==> config.mk <==
export PLATFORM = sky130hd
export DESIGN_NAME = shift_iter_unit
export DESIGN_NICKNAME = d
export VERILOG_FILES = /design/src/rtl/shift_iter_unit.sv
export SDC_FILE = /design/constraint.sdc
export NUM_CORES = 1
export LEC_CHECK = 0
export ABC_AREA = 1
export CORE_ASPECT_RATIO = 1.25
export CORE_MARGIN = 2
export CORE_UTILIZATION = 38
export DETAILED_ROUTE_END_ITERATION = 6
export DONT_BUFFER_PORTS = 1
export PLACE_DENSITY = 0.59
export SLEW_MARGIN = 40
export SYNTH_ARGS = -nofsm -noshare
export SYNTH_HDL_FRONTEND = slang
export SYNTH_SLANG_ARGS = --single-unit
==> constraint.sdc <==
create_clock -name clk -period 2.1 [get_ports clk]
set_clock_uncertainty 0.05 [all_clocks]
set_input_delay 0.315 -clock clk [delete_from_list [all_inputs] [get_ports clk]]
set_output_delay 0.315 -clock clk [all_outputs]
set_load 0.05 [all_outputs]
==> src/rtl/shift_iter_unit.sv <==
//------------------------------------------------------------------------------
// Module   : shift_iter_unit
// Brief    : Iterative 16-bit shift/rotate EX unit; stalls pipeline until done.
//            Optional macro SHIFT_STEP4_EN enables 4-bit steps when cnt >= 4.
// Revision : 1.0 - initial release
//------------------------------------------------------------------------------
`default_nettype none

module shift_iter_unit (
  input  logic        clk,
  input  logic        rst_n,
  input  logic        start,
  input  logic [15:0] InA,
  input  logic [15:0] InB,
  input  logic [1:0]  Op,
  input  logic        flush,
  output logic [15:0] Out,
  output logic        busy,
  output logic        done,
  output logic        stall
);

  localparam logic [1:0] c_OP_ROL = 2'b00;
  localparam logic [1:0] c_OP_SLL = 2'b01;
  localparam logic [1:0] c_OP_ROR = 2'b10;
  localparam logic [1:0] c_OP_SRL = 2'b11;

  typedef enum logic [1:0] {
    S_IDLE  = 2'd0,
    S_SHIFT = 2'd1,
    S_DONE  = 2'd2
  } state_t;

  state_t      r_state, w_state_nxt;
  logic [15:0] r_val, w_val_nxt;
  logic [15:0] r_out, w_out_nxt;
  logic [3:0]  r_cnt, w_cnt_nxt;
  logic [1:0]  r_op, w_op_nxt;
  logic [15:0] w_step1, w_step;
  logic [3:0]  w_dec;
  logic        w_accept;
  logic        w_unused_inb;

  // Upper B-select bits carry no meaning for this unit
  assign w_unused_inb = ^InB[15:4];

  always_comb begin
    w_step1 = r_val;
    case (r_op)
      c_OP_ROL: w_step1 = {r_val[14:0], r_val[15]};
      c_OP_SLL: w_step1 = {r_val[14:0], 1'b0};
      c_OP_ROR: w_step1 = {r_val[0], r_val[15:1]};
      c_OP_SRL: w_step1 = {1'b0, r_val[15:1]};
      default:  w_step1 = r_val;
    endcase
  end

`ifdef SHIFT_STEP4_EN
  logic [15:0] w_step4;

  always_comb begin
    w_step4 = r_val;
    case (r_op)
      c_OP_ROL: w_step4 = {r_val[11:0], r_val[15:12]};
      c_OP_SLL: w_step4 = {r_val[11:0], 4'b0000};
      c_OP_ROR: w_step4 = {r_val[3:0], r_val[15:4]};
      c_OP_SRL: w_step4 = {4'b0000, r_val[15:4]};
      default:  w_step4 = r_val;
    endcase
  end

  always_comb begin
    w_step = w_step1;
    w_dec  = 4'd1;
    if (r_cnt >= 4'd4) begin
      w_step = w_step4;
      w_dec  = 4'd4;
    end
  end
`else
  always_comb begin
    w_step = w_step1;
    w_dec  = 4'd1;
  end
`endif

  assign w_accept = (r_state == S_IDLE) || (r_state == S_DONE);

  always_comb begin
    w_state_nxt = r_state;
    w_val_nxt   = r_val;
    w_cnt_nxt   = r_cnt;
    w_op_nxt    = r_op;
    w_out_nxt   = r_out;
    if (flush) begin
      w_state_nxt = S_IDLE;
    end else begin
      case (r_state)
        S_IDLE, S_DONE: begin
          if (start) begin
            w_val_nxt = InA;
            w_cnt_nxt = InB[3:0];
            w_op_nxt  = Op;
            if (InB[3:0] == 4'd0) begin
              w_out_nxt   = InA;
              w_state_nxt = S_DONE;
            end else begin
              w_state_nxt = S_SHIFT;
            end
          end else begin
            w_state_nxt = S_IDLE;
          end
        end
        S_SHIFT: begin
          w_val_nxt = w_step;
          w_cnt_nxt = r_cnt - w_dec;
          // Out is only written on the final step so it never shows partials
          if (r_cnt == w_dec) begin
            w_out_nxt   = w_step;
            w_state_nxt = S_DONE;
          end
        end
        default: w_state_nxt = S_IDLE;
      endcase
    end
  end

  always_ff @(posedge clk) begin
    if (!rst_n) begin
      r_state <= S_IDLE;
      r_val   <= 16'h0000;
      r_cnt   <= 4'd0;
      r_op    <= 2'b00;
      r_out   <= 16'h0000;
    end else begin
      r_state <= w_state_nxt;
      r_val   <= w_val_nxt;
      r_cnt   <= w_cnt_nxt;
      r_op    <= w_op_nxt;
      r_out   <= w_out_nxt;
    end
  end

  assign Out   = r_out;
  assign busy  = (r_state != S_IDLE);
  assign done  = (r_state == S_DONE);
  assign stall = (start && w_accept) || (r_state == S_SHIFT);

endmodule

`default_nettype wire

# After elaboration in Yosys (flattened, before gate mapping)
# Index checks and enable logic that the tools add are counted.
dict set report totals {
  regBits 40
  input_bits 38
  output_inout_bits 19
  wordCells 43
}
dict set report op_classes {
  add_sub_neg 1
  eq_ne 9
  mux 13
  bitwise_logic 2
  reduce_logical 13
}
# operator count
set ops {}
lappend ops {{2-to-1 mux 16 bit} 4}
lappend ops {{case mux 16 bit (2 select lines)} 2}
lappend ops {{case mux 16 bit (4 select lines)} 1}
lappend ops {{case mux 4 bit (2 select lines)} 1}
lappend ops {{== test 2 bit (second input constant)} 3}
lappend ops {{2-to-1 mux 2 bit} 3}
lappend ops {{!= test 2 bit (second input constant)} 3}
lappend ops {{AND reduction 3 bit} 2}
lappend ops {{AND reduction 5 bit} 1}
lappend ops {{== test 2 x 1 -> 1 bit (second input constant)} 2}
lappend ops {{== test 4 x 1 -> 1 bit (second input constant)} 1}
lappend ops {{zero test 2 bit} 2}
lappend ops {{zero test 4 bit} 1}
lappend ops {{2-to-1 mux 4 bit} 1}
lappend ops {{case mux 2 bit (2 select lines)} 1}
lappend ops {{nonzero test 2 bit} 2}
lappend ops {{OR reduction 2 bit} 2}
lappend ops {{subtractor 4 x 1 -> 4 bit (second input constant)} 1}
lappend ops {{logical OR 1 bit} 2}
lappend ops {{inverter 1 bit} 2}
lappend ops {{logical AND 1 bit} 1}

# Longest topological paths before layout
# Gate-level depths: netlist (run 1).
dict set report logic_depth {
  ltp_word 4
  ltp_mapped 9
  ltp_nobuf 8
}

# Least setup slack after synthesis (run 1)
# Ideal clock, no wire load.
dict set report synth_path {
  path_kind {reg-to-output}
  start {register r_state[0]}
  end {output port stall}
  t_arrival_ps 1246
  required_ps 1735
  slack_ps 489
  stages_incl_launch_ff 3
  n_path_buf 0
  cell_sequence {dfxtp_1 > nor2_2 > a21oi_1}
}
dict set report synth_between {
  elab_chain_cells 4
  word_cells_on_any_way 6
  classes_between {2 x eq/ne; 4 x reduce/logical}
}
# item line_no
set synth_lines {}
lappend synth_lines {{start, declared} 34} ;# state_t r_state, w_state_nxt;
lappend synth_lines {{start signal, assigned} 136} ;# r_state <= w_state_nxt;
lappend synth_lines {{== test 2 bit / zero test 2 bit (equally long branches)} 87} ;# assign w_accept = (r_state == S_IDLE) || (r_state == S_DONE);
lappend synth_lines {{logical OR 1 bit} 87}
lappend synth_lines {{logical AND 1 bit} 147} ;# assign stall = (start && w_accept) || (r_state == S_SHIFT);
lappend synth_lines {{logical OR 1 bit *} 147}
lappend synth_lines {{end, declared} 20} ;# output logic stall
# Every way passes the cells marked *; elsewhere a longest branch is shown, timed or not.

# Worst setup path in the final report (run 1)
dict set report layout_path {
  start {register r_state[0]}
  end {output port busy}
}
dict set report layout_between {
  elab_chain_cells 1
}
# item line_no
set layout_lines {}
lappend layout_lines {{nonzero test 2 bit} 145} ;# assign busy = (r_state != S_IDLE);
lappend layout_lines {{end, declared} 18} ;# output logic busy,
# Every way passes these cells.

==> flow_metrics.tcl, run 1 <==
set metrics [dict create \
    fin_crit_sh_pct 73.1 \
    timing.max_cap.violations 0 \
    grt_pass1_wl_um 8250 \
    synth_simple_gate_area_share_pct 36.6 \
    finalCriticalPeriod_ns 1.54 \
    ctsHoldBuffers 0 \
    hp-class "primary input to register" \
    crit_required_ns 1.74 \
    drcViolationCount 0 \
    cts_max_level 2 \
    ant_nets 0 \
    die_h_um 86.3 \
    pwr-share-comb_pct 12.6 \
    io_buffers 0 \
    layout-drive-gt1-share_pct 7.10 \
    cts.sinks 40 \
    synthMuxAreaShare_pct 0 \
    placeableCoreArea_um2 5150 \
    crit_slowest_cell "dfxtp_1" \
    register_area_um2 801 \
    fin_total_pwr_mw 1.79 \
    synth_fa_ha_area_share_pct 1.22 \
    rrSetupSlack_ns 0.58 \
    io_pins 57 \
    final_common_cell "nand2_1" \
    sw_frac_of_total_pct 27.4 \
    vias_per_cell 4.79 \
    syn-cell-area_um2 2060 \
    via_count 1850 \
    pwr-share-clk_pct 38.7 \
    root_buffer "clkbuf_8" \
    critPathCaptureType "primary output" \
    critPathKind "register to primary output" \
    worstRegToRegCells 7 \
    grt_use_met1_pct 20.1 \
    ys_seq_area_share_pct 38.9 \
    cts_resized 0 \
    dr.pass1.iters 4 \
    cellInternalPower_mw 1.30 \
    crit_chain "inv_2, nand2_1" \
    status "complete, no violations" \
    n_antenna_cell 0 \
    crit_path_start_kind "register" \
    fillers 570 \
    max_freq_mhz 651 \
    synth-seq-cells 40 \
    routabilityCongestion 0.763 \
    worstMarginPinSlew_ns 0.526 \
    drv_slew 0 \
    grt_max_degree 39 \
    layout.nets 363 \
    grtUsageMet3_pct 4.07 \
    top_usage_layer "met2" \
    syn_inst 327 \
    grt_pass1_vias 1835 \
    slowest_delay_ns 0.42 \
    drt_iter0_drc 112 \
    timing.rr.start "r_state[0]" \
    arrival_ns 1.17 \
    wl_um 4660 \
    crit_start "r_state[0]" \
    row_count 29 \
    power.switching_uw 491 \
    die-area_um2 6020 \
    grt_remaining_overflow 0 \
    multi_input_area_um2 1030 \
    start_util_pct 39.9 \
    clkLatencyLatePin_ns 0.29 \
    finalHoldViolCount 0 \
    synth_cell_type_count 19 \
    powerDensity_nw_per_um2 810 \
    grt_setup_unrepaired "no" \
    max-vdd-ir-drop_v 0.000344 \
    syn-num-nets 367 \
    synth-compound-area-share_pct 11.9 \
    cts_tree "done" \
    routedWlPerCell_um 12.1 \
    setup_viol 0 \
    layout_common_cells "nand2_1, nor2_1, dfxtp_1" \
    areaGrowthSynthToFinish_pct 7.60 \
    die_w_um 69.8 \
    syn_area_per_cell_um2 6.29 \
    grt_usage_pct 17.0 \
    clock_path_buffers 2 \
    r2r_end "Out[15]" \
    yosys_warnings 0 \
    synth_top_family_by_area "simple AND/OR/NAND/NOR gates" \
    power.leakage_nw 1.09 \
    synthXorXnorAreaFrac_pct 0.426 \
    slew_headroom_pct 64.9 \
    antenna_found_initial 0 \
    cts_buffers 5 \
    grt_use_met2_pct 29.9 \
    path_clk_slew_ns 0.08 \
    setup_tns_ns 0 \
    cp_max_fo 5 \
    hpwlAfterDp_um 3130 \
    crit_path_end "busy" \
    seqPwrFrac_pct 48.8 \
    post_cts_buffers 0 \
]
## power by group through the flow
stage / registers [mW] / clock network [mW] / logic [mW]
final: 0.874 / 0.693 / 0.225
after global routing: 0.880 / 0.739 / 0.268
after CTS: 0.874 / 0.713 / 0.228
after detailed placement: 0.891 / 0 / 0.227
after global placement: 0.890 / 0 / 0.223
after floorplan: 0.882 / 0 / 0.201
## flip-flops by register name (all words and copies together) (netlist names)
register,count
r_val,16
Out,16
r_cnt,4
r_op,2
r_state,2
## Yosys cell counts
cell        n  area, um2
nand2_1   101        379
nor2_1     78        293
dfxtp_1    40        801
inv_1      30        113
o21ai_0    20        100
o211ai_1   14        105
buf_2       8       40.0
nand3_1     7       35.0
a21oi_1     6       30.0
clkbuf_1    6       22.5
inv_2       5       18.8
buf_6       2       22.5
ha_1        2       25.0
nor2_4      2       22.5
o21ai_1     2       10.0
buf_4       1       7.51
nand3_4     1       17.5
nor2_2      1       6.26
xnor2_1     1       8.76
## logic make-up (layout without fill, tap and decap cells)
group,after synthesis,count (layout)
xor gates and xnor gates,1,1
adders and majority gates,2,2
buffers and inverters,52,49
and+or+nand+nor,190,190
DFF,40,40
AOI/OAI and AO/OA,42,42
## critical path, delay by kind of cell, from the launching register on
| kind | cells | cell delay (ns) |
|---|---|---|
| flip-flops | 1 | 0.42 |
| AND/OR/NAND/NOR | 1 | 0.37 |
| buffers and inverters | 1 | 0.10 |
## per-layer routing
layer,routed length [um],vias to the layer above
met5,0,-
met4,68,0
met3,229,6
met2,2250,38
met1,2120,812
li1,-,994
## worst min-delay path by stage
stage	startpoint	endpoint	slack, ns	cells past startpoint
3_5_place_dp	rst_n	Out[4]	0.39	2
2_1_floorplan	r_op[0]	r_op[0]	0.40	2
6_report	rst_n	Out[4]	0.09	2
3_3_place_gp	rst_n	Out[4]	0.40	2
5_1_grt	rst_n	Out[14]	0.08	2
4_1_cts	rst_n	Out[4]	0.07	2
## through the flow
stage	setup WS, ns	hold slack [ns]	std cells	cell area, um2	util, %
2_1_floorplan	0.489	0.399	327	2060	-
3_3_place_gp	0.588	0.395	378	2090	40.5
3_5_place_dp	0.570	0.395	378	2090	40.5
4_1_cts	0.550	0.0735	386	2210	43.0
5_1_grt	0.350	0.0806	386	2210	43.0
6_report	0.564	0.0911	386	2210	43.0
## area by class of cell
cell class	count	area share [%]
Inverter	35	5.94
Clock inverter	1	1.36
Sequential cell	40	36.2
Clock buffer	7	4.35
Timing Repair Buffer	6	2.04
Multi-Input combinational cell	235	46.6
Tap cell	62	3.50
No activity file was read; power rests on OpenSTA's default activity.
==> inputs of run 2 (changes only) <==
PLACE_DENSITY = 0.61   (was 0.59)
clock period = 1.4 ns   (was 2.1 ns; I/O delays follow)
==> run 2 against run 1 <==
  * The flow now finishes with violations (hold timing)
  * Final cell count up 7.3%
  * Clock power up 49%
  * Combinational power up 110%
  * Worst setup slack worse by 0.51 ns
  * Count of clock-buffer cells in the layout unchanged
==> flow_metrics.tcl, run 2 (synthesized netlist as in run 1, its figures left out) <==
set metrics [dict create \
    rrSetupSlack_ns 0.08 \
    grt_remaining_overflow 0 \
    wl_um 4760 \
    critPathBufInv 2 \
    antenna_found_initial 0 \
    fin_crit_sh_pct 96.5 \
    via_count 1956 \
    power.leakage_nw 1.25 \
    drt_iter0_drc 105 \
    crit_slowest_cell "dfxtp_4" \
    powerDensity_nw_per_um2 1110 \
    whs_ns -0.0203 \
    die_w_um 69.8 \
    clock_path_buffers 2 \
    root_buffer "clkbuf_8" \
    path_depth 3 \
    areaGrowthSynthToFinish_pct 20.9 \
    grt_usage_pct 16.4 \
    postPlaceCellArea_um2 2310 \
    io_pins 57 \
    stdcell_count 414 \
    dr.pass1.iters 4 \
    min_path_cells 2 \
    path_clk_slew_ns 0.08 \
    grt_setup_unrepaired "yes" \
    row_count 29 \
    sw_frac_of_total_pct 27.0 \
    fillers 552 \
    die_h_um 86.3 \
    timing.max_cap.violations 0 \
    worstRegToRegCells 8 \
    cellInternalPower_mw 2.01 \
    max_freq_mhz 740 \
    crit_path_start_kind "register" \
    slew_headroom_pct 82.6 \
    hpwlAfterDp_um 3300 \
    grt_pass1_wl_um 7890 \
    critPathKind "register to primary output" \
    final_common_cell "nand2_1" \
    cts_tree "done" \
    ant_nets 0 \
    finalCriticalPeriod_ns 1.35 \
    die-area_um2 6020 \
    seqPwrFrac_pct 45.4 \
    n_antenna_cell 0 \
    status "finished, violations left" \
    worstMarginPinSlew_ns 0.260 \
    violations "hold timing" \
    routabilityCongestion 0.764 \
    layout.nets 391 \
    final_util_pct 48.3 \
    whs_endpoint "Out[4]" \
    final_area_um2 2490 \
    critPathCaptureType "primary output" \
    pwr-share-clk_pct 37.5 \
    pwr-share-comb_pct 17.2 \
    power.switching_uw 742 \
    cts_buffers 5 \
    slowest_delay_ns 0.37 \
    layout-drive-gt1-share_pct 15.6 \
    setup_viol 0 \
    cp_max_fo 4 \
    routedWlPerCell_um 11.5 \
    drcViolationCount 0 \
    crit_chain "buf_4, nor2_1, buf_4" \
    cp_common_cell "buf_4" \
    drv_slew 0 \
    crit_family "flip-flops" \
    clkLatencyLatePin_ns 0.29 \
    vias_per_cell 4.72 \
    hp-class "primary input to register" \
    max-vdd-ir-drop_v 0.000580 \
    layout_common_cells "nand2_1, nor2_1, dfxtp_1" \
    grt_pass1_vias 1837 \
    r2r_end "Out[7]" \
    cts_max_level 2 \
    crit_required_ns 1.14 \
    cts.sinks 40 \
    arrival_ns 1.09 \
    timing.rr.start "r_state[0]" \
    grt_max_degree 39 \
    worstHoldStart "rst_n" \
    place_inst 402 \
    setup_tns_ns 0 \
    placeableCoreArea_um2 5150 \
    ctsHoldBuffers 1 \
    io_buffers 0 \
    start_util_pct 39.9 \
    finalHoldViolCount 14 \
]
-- run 2: metal layers --
layer	vias up	GRT usage, %	share of wire [%]
li1	1052	-	-
met1	860	19.7	47
met2	37	28.5	46
met3	7	3.60	4.5
met4	0	6.29	1.7
met5	-	0	0
-- run 2: worst max-delay path by stage --
| stage | start | endpoint | slack [ns] |
|---|---|---|---|
| after floorplan | r_state[1] | done | 0.02 |
| after global placement | r_state[1] | Out[6] | 0.007 |
| after detailed placement | r_state[1] | Out[7] | -0.02 |
| after CTS | r_state[1] | done | 0.03 |
| after global routing | r_state[0] | Out[9] | -0.006 |
| final | r_state[0] | done | 0.05 |
-- run 2: repair_timing --
action                                 CTS  global route
resized for setup                        3             6
setup buffers                            2             1
endpoints found under the hold margin   27            13
setup endpoints to repair               16            21
pin swaps                                1             3
-- run 2: per-stage QoR --
step	power, mW	setup WS, ns
detailed placement	1.73	-0.0170
floorplan	1.63	0.0225
global placement	1.72	0.00672
CTS	2.78	0.0251
finish	2.75	0.0493
global route	2.88	-0.00553
-- run 2: power groups by stage --
stage	sequential, mW	combinational, mW	clock, mW
floorplan	1.32	0.303	0
global placement	1.27	0.450	0
detailed placement	1.27	0.459	0
CTS	1.25	0.471	1.06
global route	1.26	0.531	1.09
finish	1.25	0.472	1.03
-- run 2: cell type report --
type | instances | area, um2 | area share [%]
clock inverters | 1 | 30.0 | 1.21
flip-flops and latches | 40 | 807 | 32.4
inverters | 35 | 134 | 5.38
repair buffers | 34 | 299 | 12.0
clock buffers | 7 | 96.3 | 3.87
well taps | 62 | 77.6 | 3.12
multi-input cells | 235 | 1040 | 42.0
